`config.mk`:
```
export PLATFORM = sky130hd
export DESIGN_NAME = reg_file
export DESIGN_NICKNAME = d
export VERILOG_FILES = /design/src/rtl/reg_file_pkg.sv /design/src/rtl/reg_file_read_port.sv /design/src/rtl/reg_file.sv
export SDC_FILE = /design/constraint.sdc
export NUM_CORES = 2
export LEC_CHECK = 0
export BUFFER_PORTS_ARGS = -buffer_cell sky130_fd_sc_hd__buf_2
export CAP_MARGIN = 20
export CORE_ASPECT_RATIO = 0.7
export CORE_MARGIN = 2
export CORE_UTILIZATION = 40
export DETAILED_ROUTE_END_ITERATION = 10
export GPL_ROUTABILITY_DRIVEN = 0
export PLACE_DENSITY_LB_ADDON = 0.2
export SYNTH_ARGS = -nofsm -noshare
export SYNTH_HDL_FRONTEND = slang
export SYNTH_SLANG_ARGS = --single-unit
```
`constraint.sdc`:
```
create_clock -name clk -period 2.9 [get_ports clk]
set_clock_uncertainty 0.05 [all_clocks]
set_input_delay 0.58 -clock clk [delete_from_list [all_inputs] [get_ports clk]]
set_output_delay 0.58 -clock clk [all_outputs]
set_load 0.05 [all_outputs]
```
`src/rtl/reg_file_pkg.sv`:
```
// reg_file_pkg: shared core sizing for the register file and its read ports
package reg_file_pkg;
    localparam int XLEN       = 32;
    localparam int NUM_REGS   = 32;
    localparam int REG_ADDR_W = $clog2(NUM_REGS);
endpackage

```
`src/rtl/reg_file_read_port.sv`:
```
// reg_file_read_port: one combinational read port with x0 zeroing and write forwarding
module reg_file_read_port
    import reg_file_pkg::*;
#(
    parameter int XLEN = reg_file_pkg::XLEN
) (
    input  logic                  rst_n,
    input  logic [REG_ADDR_W-1:0] rs_addr,
    input  logic [REG_ADDR_W-1:0] rd_addr,
    input  logic                  reg_write,
    input  logic [XLEN-1:0]       write_data,
    input  logic [XLEN-1:0]       reg_value,
    output logic [XLEN-1:0]       read_data
);
    logic fwd;
    assign fwd       = reg_write && (rd_addr == rs_addr);
    assign read_data = (!rst_n || rs_addr == '0) ? '0 : fwd ? write_data : reg_value;
endmodule

```
`src/rtl/reg_file.sv`:
```
// reg_file: NUM_REGS x XLEN register file, one write port, two forwarding read ports
module reg_file
    import reg_file_pkg::*;
#(
    parameter int XLEN     = reg_file_pkg::XLEN,
    parameter int NUM_REGS = reg_file_pkg::NUM_REGS
) (
    input  logic                  clk,
    input  logic                  rst_n,
    input  logic [REG_ADDR_W-1:0] rs1_addr,
    input  logic [REG_ADDR_W-1:0] rs2_addr,
    input  logic [REG_ADDR_W-1:0] rd_addr,
    input  logic [XLEN-1:0]       regf_write_data,
    input  logic                  reg_write,
    output logic [XLEN-1:0]       read_data1,
    output logic [XLEN-1:0]       read_data2
);
    logic [XLEN-1:0] regs [NUM_REGS];
    always_ff @(posedge clk or negedge rst_n) begin
        if (!rst_n) begin
            for (int i = 0; i < NUM_REGS; i++) regs[i] <= '0;
        end else if (reg_write && rd_addr != '0) begin
            regs[rd_addr] <= regf_write_data;
        end
    end
    reg_file_read_port #(.XLEN(XLEN)) u_port1 (
        .rst_n      (rst_n),
        .rs_addr    (rs1_addr),
        .rd_addr    (rd_addr),
        .reg_write  (reg_write),
        .write_data (regf_write_data),
        .reg_value  (regs[rs1_addr]),
        .read_data  (read_data1)
    );
    reg_file_read_port #(.XLEN(XLEN)) u_port2 (
        .rst_n      (rst_n),
        .rs_addr    (rs2_addr),
        .rd_addr    (rd_addr),
        .reg_write  (reg_write),
        .write_data (regf_write_data),
        .reg_value  (regs[rs2_addr]),
        .read_data  (read_data2)
    );
endmodule

```
==> implementation parameters <==
Parameter                              Value

Outcome
  Outcome ... finished, violations left
  Failing checks ... negative setup slack

Drt
  Routed length per instance ... 32.93 um
  Routed length on met3 ... 17,010 um
  Highest metal layer used by the detailed router ... met5
  Detailed router's first-iteration violation count ... 3,739
  Via Count ... 38,050
  M1 WL ... 89,790 um
  Detailed-route vias per instance ... 6.349
  Wire length reported by the detailed router ... around 200,000 um
  Wire length on met2 ... 84,260 um
  Post-route DRC ... 0
  Detailed Routing Iterations Pass 1 ... 7
  Antenna Violating Nets Remaining ... 0

Finish
  Growth of design area from synthesis to finish ... 27.71%
  Summed area of non-filler cells in the final layout ... between 0.06 and 0.07 mm^2
  Largest register FFs ... 1,024
  Fraction of layout instances using a drive strength above 1 ... 63.47%
  Filler-free cell count of the finished design ... 5,993
  Top flop regs ... regs: 1024 flops
  Commonest non-fill, non-tap cell in the layout ... dfrtp_1
  Leading cell types in the layout, fill and taps excluded ... 1,024 x dfrtp_1, 978 x mux2_2, 384 x mux4_2
  End-of-flow core utilization ... 51.43%
  Largest register by flop count ... regs
  Net total in the final layout ... 4,167

Critical path
  Worst reg2reg startpoint ... regs[532]
  CP startpoint kind ... flop
  Data required time of the critical path ... 2.27 ns
  Launching instance or port of the critical path ... regs[591]
  Worst reg-to-reg path cell count ... 3
  Maximum fanout along the worst path ... 3
  CP Class ... reg2out
  Endpoint arrival time on the critical path ... 2.85 ns
  Nature of the critical path endpoint ... output port

STA
  Achievable Freq ... 287.2 MHz
  Final setup viols ... 64
  Number of pins with negative max-slew slack in the final report ... 0
  Setup TNS ... -19.60 ns
  Worst slew margin relative to its limit ... 26.28%
  Worst Max-Slew Pin Slew ... roughly 1.1 ns
  Minimum setup slack in the final design ... -0.5822 ns
  Final Hold Viols ... 0
  Final critical-path required period ... about 3.5 ns
  Final worst-path cycle share ... 120.1%
  Unrepaired setup endpoints after global routing ... true

Clock network
  Number of buffers on the longest clock path ... 3
  CTS tree ... built
  Number of sinks on the clock net ... around 1,000
  Insertion delay of the later-clocked pin in the worst-skew pair ... 0.75 ns
  Master cell of the clock root buffer ... clkbuf_16
  Number of H-tree levels ... 3
  Register clock-pin slew on the reported worst setup and hold paths ... 0.06 ns
  Total CTS buffers ... 108

Global routing
  Overall global routing resource usage ... 28.03%
  Antenna violations before repair ... 9
  Aggregate global routing overflow ... 0
  Global-route wire length before repair ... 284,600 um
  Maximum number of pins on one net before global-route repair ... ~180
  Number of global-route vias before repair ... between 30,000 and 40,000

Logic synthesis
  Number of different library cells in the post-synthesis netlist ... 41
  Synthesized cell area ... 0.05461 mm^2
  Yosys warning total ... 0
  FF+latch count, synth ... 1,024
  Sequential cell area fraction in the yosys report ... between 40% and 50%
  Cells after Synth ... 3,729
  Post-synthesis area per instance ... between 10 and 15 um^2
  Net count of the mapped netlist ... 3,779
  Post-synth ARST share ... between 90% and 100%
  Number of flops mapped to enable cells by yosys ... 0
  Main flop type after synthesis ... dfrtp_1

Flow run
  Max-cap check violation count ... 0

Die
  Die Footprint ... 0.1395 mm^2
  Core Rows ... 113
  Die X ... 445.6 um
  Ports placed on the boundary ... 114
  Std-Cell Core Area ... 0.1356 mm^2
  Initial Util ... 40.27%
  Die boundary height ... 313.1 um

Power and ir drop
  Maximum ir drop on the vdd rail ... 0.0004901 V
  Clock Power Share ... 33.9%
  Leak pwr ... 30.14 nW
  Internal ... between 30 and 40 mW
  Net Switching ... 12.85 mW
  Sequential group share of total power ... 42.4%
  Fraction of power spent switching nets ... between 20% and 30%
  Combinational share of power ... about a quarter
  Power density over cell area ... 645.6 mW/mm^2

Placed design
  Instance area at placement ... a little over 0.06 mm^2
  Worst-case setup slack after placement ... -0.8429 ns
  Placed wire-length estimate after detailed placement ... 126,300 um
  Placed cells ... about 5,600
  Port Buffers ... 113

Hold path
  Class of the most critical hold timing path ... in2async
==> layout make-up <==
class	count	area, um^2
Multi-Input combinational cell	2263	29160
Sequential cell	1024	25620
Inverter	2	7.507
Tap cell	1782	2230
Clock inverter	44	651.9
Timing Repair Buffer	718	8827
Fill cell	11210	65850
Antenna cell	4	10.01
Clock buffer	156	3228
==> path summary, 6_finish.rpt <==
check | end | slack, ns
min in group clk | regs[352] | 0.21
setup reg to reg | regs[532] | 1.85
hold reg to reg | regs[1012] | 0.34
setup / recovery | read_data2[15] | -0.58
max in group asynchronous | regs[801] | 0.73
hold / removal | regs[84] | 0.06
==> worst max-delay path, cell delays in order, from the launching register on <==
cell	delay, ns
dfrtp_1	0.40
mux4_2	0.45
a22o_1	0.27
a211oi_2	0.28
buf_4	0.18
a21oi_2	0.03
a22o_4	0.31
buf_12	0.17
==> metrics by stage <==
step | hold WS (ns) | power (mW)
after detailed placement | 0.3327 | 28.51
after floorplan | 0.2344 | 25.07
after global routing | 0.06079 | 46.80
after CTS | 0.04567 | 44.79
final | 0.05613 | 45.03
after global placement | 0.3268 | 28.27
==> power by group through the flow <==
| stage | Combinational (mW) | Sequential [mW] | Clock, mW |
|---|---|---|---|
| after floorplan | 6.58 | 18.5 | 0 |
| after global placement | 9.13 | 19.1 | 0 |
| after detailed placement | 9.29 | 19.2 | 0 |
| after CTS | 10.3 | 19.0 | 15.5 |
| after global routing | 11.3 | 19.4 | 16.1 |
| final | 10.7 | 19.1 | 15.3 |
==> cell usage after synthesis (all sizes together) (3+ instances only) <==
master | count | share of area [%]
dfrtp | 1024 | 47
mux2 | 992 | 20
mux4 | 384 | 16
mux2i | 256 | 4.7
buf | 229 | 2.3
clkbuf | 211 | 1.5
a22oi | 128 | 1.8
a21oi | 97 | 0.89
a211oi | 64 | 0.89
a221oi | 64 | 1.0
a22o | 64 | 1.0
a211o | 32 | 0.51
o21bai | 32 | 0.44
o221ai | 32 | 0.51
o22ai | 32 | 0.37
nor2 | 23 | 0.18
nand2 | 18 | 0.12
nand3 | 6 | 0.055
nand3b | 5 | 0.069
nor2b | 5 | 0.057
xnor2 | 5 | 0.080
nor3b | 4 | 0.055
xor2 | 4 | 0.064
nor3 | 3 | 0.027
==> layer usage <==
metal | track usage, % | vias up
li1 | - | 15360
met1 | 42.65 | 20760
met2 | 39.57 | 1598
met3 | 6.496 | 320
met4 | 8.074 | 4
met5 | 1.351 | -
==> logic make-up (layout without fill, tap and decap cells) <==
logic type	count (synthesis)	after routing	share of synthesized area, %
multiplexers	1632	1632	40.99
flip-flops	1024	1024	46.93
AO/OA/AOI/OAI	548	548	7.477
buffers and inverters	442	920	3.758
AND/OR/NAND/NOR	74	74	0.7080
XOR/XNOR	9	9	0.1443
other	0	4	0
==> timing repair <==
action	CTS	global route
hold buffers	1	0
gates cloned	16	7
pin swaps	202	95
setup buffers	109	31
endpoints found under the setup margin	64	64
hold endpoints to repair	25	0
resized for setup	403	132
Note: power is estimated with default switching activity, not from simulation.
